`config.mk`:
```
export PLATFORM = sky130hd
export DESIGN_NAME = sha_msg_schedule
export DESIGN_NICKNAME = d
export VERILOG_FILES = /design/src/rtl/sha_pkg.sv /design/src/rtl/sha_msg_schedule_word.sv /design/src/rtl/sha_msg_schedule.sv
export SDC_FILE = /design/constraint.sdc
export NUM_CORES = 2
export LEC_CHECK = 0
export CAP_MARGIN = 20
export CORE_AREA = 2 2 437 439
export DETAILED_ROUTE_END_ITERATION = 6
export DIE_AREA = 0 0 439 441
export DONT_BUFFER_PORTS = 1
export PLACE_DENSITY = 0.46
export SETUP_SLACK_MARGIN = 0.02
export SLEW_MARGIN = 5
export SYNTH_ARGS = -nofsm -noshare
export SYNTH_HDL_FRONTEND = slang
export SYNTH_SLANG_ARGS = --single-unit
```
`constraint.sdc`:
```
create_clock -name clk -period 92.2 [get_ports clk]
set_input_delay 27.66 -clock clk [delete_from_list [all_inputs] [get_ports clk]]
set_output_delay 27.66 -clock clk [all_outputs]
set_load 0.01 [all_outputs]
```
`src/rtl/sha_pkg.sv`:
```
// Shared SHA types and helpers for the message-schedule block.
// Optional feature macro: SHA_SCHED_SHA1_EN (adds SHA-1 as a supported mode).
package sha;

  typedef enum logic [2:0] {
    SHA1   = 3'd0,
    SHA224 = 3'd1,
    SHA256 = 3'd2,
    SHA384 = 3'd3,
    SHA512 = 3'd4
  } mode_t;

  // One padded block, viewable as 32 x 32-bit or 16 x 64-bit words.
  typedef union packed {
    logic [31:0][31:0] w32;
    logic [15:0][63:0] w64;
  } msg_t;

  typedef enum logic {
    IDLE = 1'b0,
    RUN  = 1'b1
  } sched_state_t;

  localparam int SCHED_WIN = 16;

  function automatic logic is64(mode_t m);
    return (m == SHA384) || (m == SHA512);
  endfunction

  function automatic logic [6:0] rounds(mode_t m);
    return ((m == SHA224) || (m == SHA256)) ? 7'd64 : 7'd80;
  endfunction

  function automatic logic mode_ok(mode_t m);
    case (m)
      SHA224, SHA256, SHA384, SHA512: mode_ok = 1'b1;
`ifdef SHA_SCHED_SHA1_EN
      SHA1: mode_ok = 1'b1;
`endif
      default: mode_ok = 1'b0;
    endcase
  endfunction

  function automatic logic [31:0] delta0_32(logic [31:0] x);
    return {x[6:0], x[31:7]} ^ {x[17:0], x[31:18]} ^ (x >> 3);
  endfunction

  function automatic logic [31:0] delta1_32(logic [31:0] x);
    return {x[16:0], x[31:17]} ^ {x[18:0], x[31:19]} ^ (x >> 10);
  endfunction

  function automatic logic [63:0] delta0_64(logic [63:0] x);
    return {x[0], x[63:1]} ^ {x[7:0], x[63:8]} ^ (x >> 7);
  endfunction

  function automatic logic [63:0] delta1_64(logic [63:0] x);
    return {x[18:0], x[63:19]} ^ {x[60:0], x[63:61]} ^ (x >> 6);
  endfunction

endpackage

```
`src/rtl/sha_msg_schedule_word.sv`:
```
// Combinational next-word calculator for the message schedule.
// Optional feature macro: SHA_SCHED_SHA1_EN (builds the SHA-1 XOR/rotate path).
// Tap meaning (n = word index of tap_a):
//   SHA-2: a=W_n, b=W_(n+1), c=W_(n+9),  d=W_(n+14)
//   SHA-1: a=W_n, b=W_(n+2), c=W_(n+8),  d=W_(n+13)
module sha_sched_word
  import sha::*;
(
  input  logic [63:0] tap_a,
  input  logic [63:0] tap_b,
  input  logic [63:0] tap_c,
  input  logic [63:0] tap_d,
  input  mode_t       mode,
  output logic [63:0] word
);

  logic [31:0] s32;
  logic [63:0] s64;
`ifdef SHA_SCHED_SHA1_EN
  logic [31:0] x1;
`endif

  // Recurrence for the selected mode; 32-bit results are zero-extended.
  always_comb begin
    s32  = delta1_32(tap_d[31:0]) + tap_c[31:0] + delta0_32(tap_b[31:0]) + tap_a[31:0];
    s64  = delta1_64(tap_d) + tap_c + delta0_64(tap_b) + tap_a;
    word = is64(mode) ? s64 : {32'b0, s32};
`ifdef SHA_SCHED_SHA1_EN
    x1 = tap_a[31:0] ^ tap_b[31:0] ^ tap_c[31:0] ^ tap_d[31:0];
    if (mode == SHA1) word = {32'b0, x1[30:0], x1[31]};
`endif
  end

endmodule

```
`src/rtl/sha_msg_schedule.sv`:
```
// Streaming SHA message-schedule generator: one block in, W_t out, LANES words per beat.
// Optional feature macro: SHA_SCHED_SHA1_EN (SHA-1 mode, 80 rounds, 32-bit words).
// Handshake: a beat transfers on a cycle where w_valid_o && w_ready_i; while
// w_valid_o is high and w_ready_i low, w_o/round_o/last_o hold. A block is
// taken on load_i && ready_o && !abort_i; abort_i wins over load and beats.
module sha_msg_schedule
  import sha::*;
#(
  parameter int LANES = 1
) (
  input  logic               clk,
  input  logic               rst,
  input  mode_t              mode_i,
  input  logic               load_i,
  output logic               ready_o,
  input  msg_t               msg_i,
  input  logic               abort_i,
  output logic               w_valid_o,
  input  logic               w_ready_i,
  output logic [LANES*64-1:0] w_o,
  output logic [6:0]         round_o,
  output logic               last_o,
  output logic               err_o
);

  if ((LANES != 1) && (LANES != 2)) begin : g_bad_lanes
    $error("sha_msg_schedule: LANES must be 1 or 2");
  end

  sched_state_t state_q, state_d;
  mode_t        mode_q;
  logic [6:0]   round_q;
  logic         err_q;
  logic [63:0]  win_q   [SCHED_WIN];
  logic [63:0]  load_w  [SCHED_WIN];
  logic [63:0]  shift_w [SCHED_WIN];
  logic [63:0]  new_w   [LANES];
  logic         load_ok, load_bad, beat, last;

  // Block words in order, and the window after a beat (drop LANES, append new words).
  for (genvar i = 0; i < SCHED_WIN; i++) begin : g_win
    assign load_w[i] = is64(mode_i) ? msg_i.w64[15-i] : {32'b0, msg_i.w32[15-i]};
    if (i < SCHED_WIN - LANES) begin : g_keep
      assign shift_w[i] = win_q[i+LANES];
    end else begin : g_new
      assign shift_w[i] = new_w[i-(SCHED_WIN-LANES)];
    end
  end

  // Lane k computes W_(t+16+k) purely from the current window.
  for (genvar k = 0; k < LANES; k++) begin : g_lane
    logic [63:0] tap_b, tap_c, tap_d;
`ifdef SHA_SCHED_SHA1_EN
    assign tap_b = (mode_q == SHA1) ? win_q[k+2]  : win_q[k+1];
    assign tap_c = (mode_q == SHA1) ? win_q[k+8]  : win_q[k+9];
    assign tap_d = (mode_q == SHA1) ? win_q[k+13] : win_q[k+14];
`else
    assign tap_b = win_q[k+1];
    assign tap_c = win_q[k+9];
    assign tap_d = win_q[k+14];
`endif
    sha_sched_word u_word (
      .tap_a (win_q[k]),
      .tap_b (tap_b),
      .tap_c (tap_c),
      .tap_d (tap_d),
      .mode  (mode_q),
      .word  (new_w[k])
    );
    assign w_o[64*k +: 64] = win_q[k];
  end

  // Next-state and control strobes.
  always_comb begin
    state_d  = state_q;
    load_ok  = 1'b0;
    load_bad = 1'b0;
    beat     = 1'b0;
    last     = (state_q == RUN) && ((round_q + 7'(LANES)) == rounds(mode_q));
    if (abort_i) begin
      state_d = IDLE;
    end else begin
      case (state_q)
        IDLE: begin
          if (load_i) begin
            if (mode_ok(mode_i)) begin
              load_ok = 1'b1;
              state_d = RUN;
            end else begin
              load_bad = 1'b1;
            end
          end
        end
        RUN: begin
          if (w_ready_i) begin
            beat = 1'b1;
            if (last) state_d = IDLE;
          end
        end
        default: state_d = IDLE;
      endcase
    end
  end

  // State register.
  always_ff @(posedge clk or posedge rst) begin
    if (rst) state_q <= IDLE;
    else     state_q <= state_d;
  end

  // Window, round counter, captured mode and error pulse.
  always_ff @(posedge clk or posedge rst) begin
    if (rst) begin
      win_q   <= '{default: '0};
      round_q <= '0;
      mode_q  <= SHA256;
      err_q   <= 1'b0;
    end else begin
      err_q <= load_bad;
      if (abort_i) begin
        round_q <= '0;
      end else if (load_ok) begin
        mode_q  <= mode_i;
        round_q <= '0;
        win_q   <= load_w;
      end else if (beat) begin
        round_q <= last ? 7'd0 : round_q + 7'(LANES);
        win_q   <= shift_w;
      end
    end
  end

  assign ready_o   = (state_q == IDLE);
  assign w_valid_o = (state_q == RUN);
  assign round_o   = round_q;
  assign last_o    = last;
  assign err_o     = err_q;

endmodule

```
==> results.sh <==
export IMPL_ys_warn_count=0
export IMPL_start_kind="input pin"
export IMPL_cap_violations=0
export IMPL_synth_seq_area_share_pct=41.7
export IMPL_hp_class="reg2reg"
export IMPL_critical_path_class="in2reg"
export IMPL_synthesis_area_um2=62200
export IMPL_syn_inst=6867
export IMPL_cts_max_level=4
export IMPL_final_common_cell="dfrtp_1"
export IMPL_cts_setup_buffers=0
export IMPL_clkSinkCount=1036
export IMPL_core_area_um2=189000
export IMPL_rsz0062_at_grt="false"
export IMPL_postCtsHoldBufs=0
export IMPL_synth_edf_count=0
export IMPL_period_share_pct=34.6
export IMPL_start_util_pct=32.9
export IMPL_cts_clk_slew_worst_paths_ns=0.06
export IMPL_min_period_ns=31.94
export IMPL_fin_cells=9311
export IMPL_fp_dieH_um=441
export IMPL_synth_cell_types=78
export IMPL_setup_violations=0
export IMPL_drt_iter0_drc=7658
export IMPL_clkLatencyLatePin_ns=0.83
export IMPL_placed_cell_area_um2=64400
export IMPL_synthSimpleGateAreaFrac_pct=8.70
export IMPL_worstMarginPinSlew_ns=1.40
export IMPL_gp_congestion=1.02
export IMPL_hold_violations=0
export IMPL_place_inst=8961
export IMPL_cts_tree="done"
export IMPL_die_area_um2=194000
export IMPL_grt_pass1_wl_um=494000
export IMPL_status="completed"
export IMPL_area_growth_pct=11.0
export IMPL_relSlewSlack_pct=5.62
export IMPL_portBuffers=0
export IMPL_avgSynthCellArea_um2=9.06
export IMPL_drc=0
export IMPL_synthMuxAreaShare_pct=7.84
export IMPL_seq_area_um2=25900
export IMPL_crit_fanout=77
export IMPL_cts_made_buffers=132
export IMPL_grtUsageTotal_pct=37.8
export IMPL_postLayoutSetupSlackWorst_ns=60.26
export IMPL_finalSetupTns_ns=0
export IMPL_wl_per_cell_um=40.5
export IMPL_multi_input_area_um2=32900
export IMPL_finClkSkew_ns=0.0391
export IMPL_num_rows=160
export IMPL_dp_hpwl_um=300000
export IMPL_synth_top_area_cell="dfrtp_1"
export IMPL_via_per_inst=6.01
export IMPL_pre_cts_ws_ns=59.52
export IMPL_post_cts_resized=0
export IMPL_critPathRequiredTime_ns=92.86
export IMPL_antenna_found_initial=115
export IMPL_num_vias=55992
export IMPL_antenna_left=0
export IMPL_slew_viol_final=0
export IMPL_synth_nets=8183
export IMPL_ios=1107
export IMPL_nFillCells=19498
export IMPL_overflow=0
export IMPL_synth_seq_cells=1036
export IMPL_crit_arrival_ns=32.60
export IMPL_async_flop_share_pct=100
export IMPL_fin_area_um2=69100
export IMPL_fin_nets=7901
export IMPL_end_kind="register"
export IMPL_wl_um=377000
export IMPL_die_w_um=439
export IMPL_drtPass1Iterations=6
export IMPL_cts_root_buf="clkbuf_16"
export IMPL_grt_pass1_vias=52474
export IMPL_synth_compound_area_share_pct=22.2
export IMPL_cts_max_path_buffers=3
export IMPL_synthTopCellsByArea="dfrtp_1, o21ai_0, mux2i_1"
export IMPL_drive_above_1_share_pct=5.49
export IMPL_synth_fa_ha_area_share_pct=7.98
export IMPL_synthXorXnorAreaFrac_pct=6.10
export IMPL_grt_max_degree=163
export IMPL_final_cell_mix="dfrtp_1, o21ai_0, nand2_1, a21oi_1, nor2_1"
export IMPL_netlist_area_leader_share_pct=41.6
export IMPL_timing_fmax_ghz=0.0313
export IMPL_ys_flop_type="dfrtp_1"
export IMPL_synth_top_family_by_area="compound AO/OA/AOI/OAI gates"
-- sequential cells by signal, indices dropped and copies added, names as in the netlist --
name	count
round_o	7
w_valid_o	1
shift_w	768
err_o	1
g_lane.tap_d	64
mode_q	3
w_o	64
g_lane.tap_c	64
g_lane.tap_b	64
-- final cells by class --
class / instances / area share, %
Clock buffer: 187 / 5.40
Antenna cell: 114 / 0.413
Multi-Input combinational cell: 4915 / 47.6
Tap cell: 2511 / 4.55
Sequential cell: 1036 / 37.5
Inverter: 371 / 2.03
Clock inverter: 48 / 0.900
Timing Repair Buffer: 129 / 1.53
-- synth_stat cells (4+ instances only) --
| master | instances |
|---|---|
| xnor2_1 | 384 |
| o21bai_1 | 20 |
| a21boi_0 | 4 |
| and3_1 | 26 |
| a21oi_1 | 595 |
| o221ai_1 | 35 |
| o21a_1 | 8 |
| o211ai_1 | 10 |
| clkbuf_1 | 503 |
| o21ai_1 | 17 |
| fa_1 | 188 |
| a31oi_1 | 11 |
| nor2b_1 | 13 |
| nand2_1 | 630 |
| a221oi_1 | 26 |
| xor2_1 | 49 |
| dfrtp_1 | 1035 |
| a22oi_1 | 485 |
| buf_1 | 35 |
| a211oi_1 | 18 |
| nor2_1 | 587 |
| buf_2 | 7 |
| nand4_1 | 20 |
| nand3_1 | 22 |
| a21o_1 | 39 |
| or3_1 | 5 |
| inv_1 | 371 |
| nand2b_1 | 10 |
| nor3_1 | 23 |
| o22ai_1 | 10 |
| and2_1 | 8 |
| ha_1 | 96 |
| o31ai_1 | 12 |
| mux2i_1 | 486 |
| o21ai_0 | 1017 |
-- final timing paths --
| path | slack, ns | from | end | depth (start not counted) |
|---|---|---|---|---|
| setup reg to reg | 85.46 | g_lane[0].tap_b[11]$_DFFE_PP0P_ | shift_w[100]$_DFFE_PP0P_ | 17 |
| hold / removal | 0.48 | shift_w[407]$_DFFE_PP0P_ | g_lane[0].tap_c[23]$_DFFE_PP0P_ | 2 |
| max in group asynchronous | 60.68 | rst | g_lane[0].tap_c[42]$_DFFE_PP0P_ | 6 |
| min in group asynchronous | 26.80 | rst | round_o[6]$_DFFE_PP0P_ | 1 |
| setup / recovery | 60.26 | mode_i[1] | shift_w[719]$_DFFE_PP0P_ | 11 |
| hold reg to reg | 0.48 | shift_w[407]$_DFFE_PP0P_ | g_lane[0].tap_c[23]$_DFFE_PP0P_ | 2 |
-- cell families (layout without fill, tap and decap cells) --
kind of cell               count (synthesis)  in the layout
and+or+nand+nor                         1359           1359
muxes                                    487            487
DFF                                     1036           1036
xor gates and xnor gates                 433            433
adders and majority gates                284            284
other                                      0            114
buffers and inverters                    916            735
AOI/OAI and AO/OA                       2352           2352
-- worst max-delay path, stage by stage --
cell and delay, ns:
nand2_1 0.04, nor2_1 0.06, a21oi_4 0.10, buf_4 0.63, buf_12 0.51, buf_4 0.71
buf_4 0.70, buf_4 0.74, buf_4 0.77, mux2i_1 0.30, o21ai_0 0.10
-- routing by layer --
| metal | vias up | global-route usage [%] | wire, µm |
|---|---|---|---|
| li1 | 23379 | - | - |
| met1 | 29002 | 50.5 | 155000 |
| met2 | 2949 | 55.3 | 165000 |
| met3 | 600 | 10.4 | 35200 |
| met4 | 62 | 20.3 | 20900 |
| met5 | - | 0 | 399 |
-- metrics by stage --
stage	util, %	hold slack [ns]
after floorplan	-	0.450
after global placement	34.0	0.461
after detailed placement	34.1	0.468
after CTS	36.4	0.479
after global routing	36.5	0.516
final	36.5	0.482
Power is not shown: default switching activity piles up to over one toggle a cycle in this logic, so the estimate is an artifact.
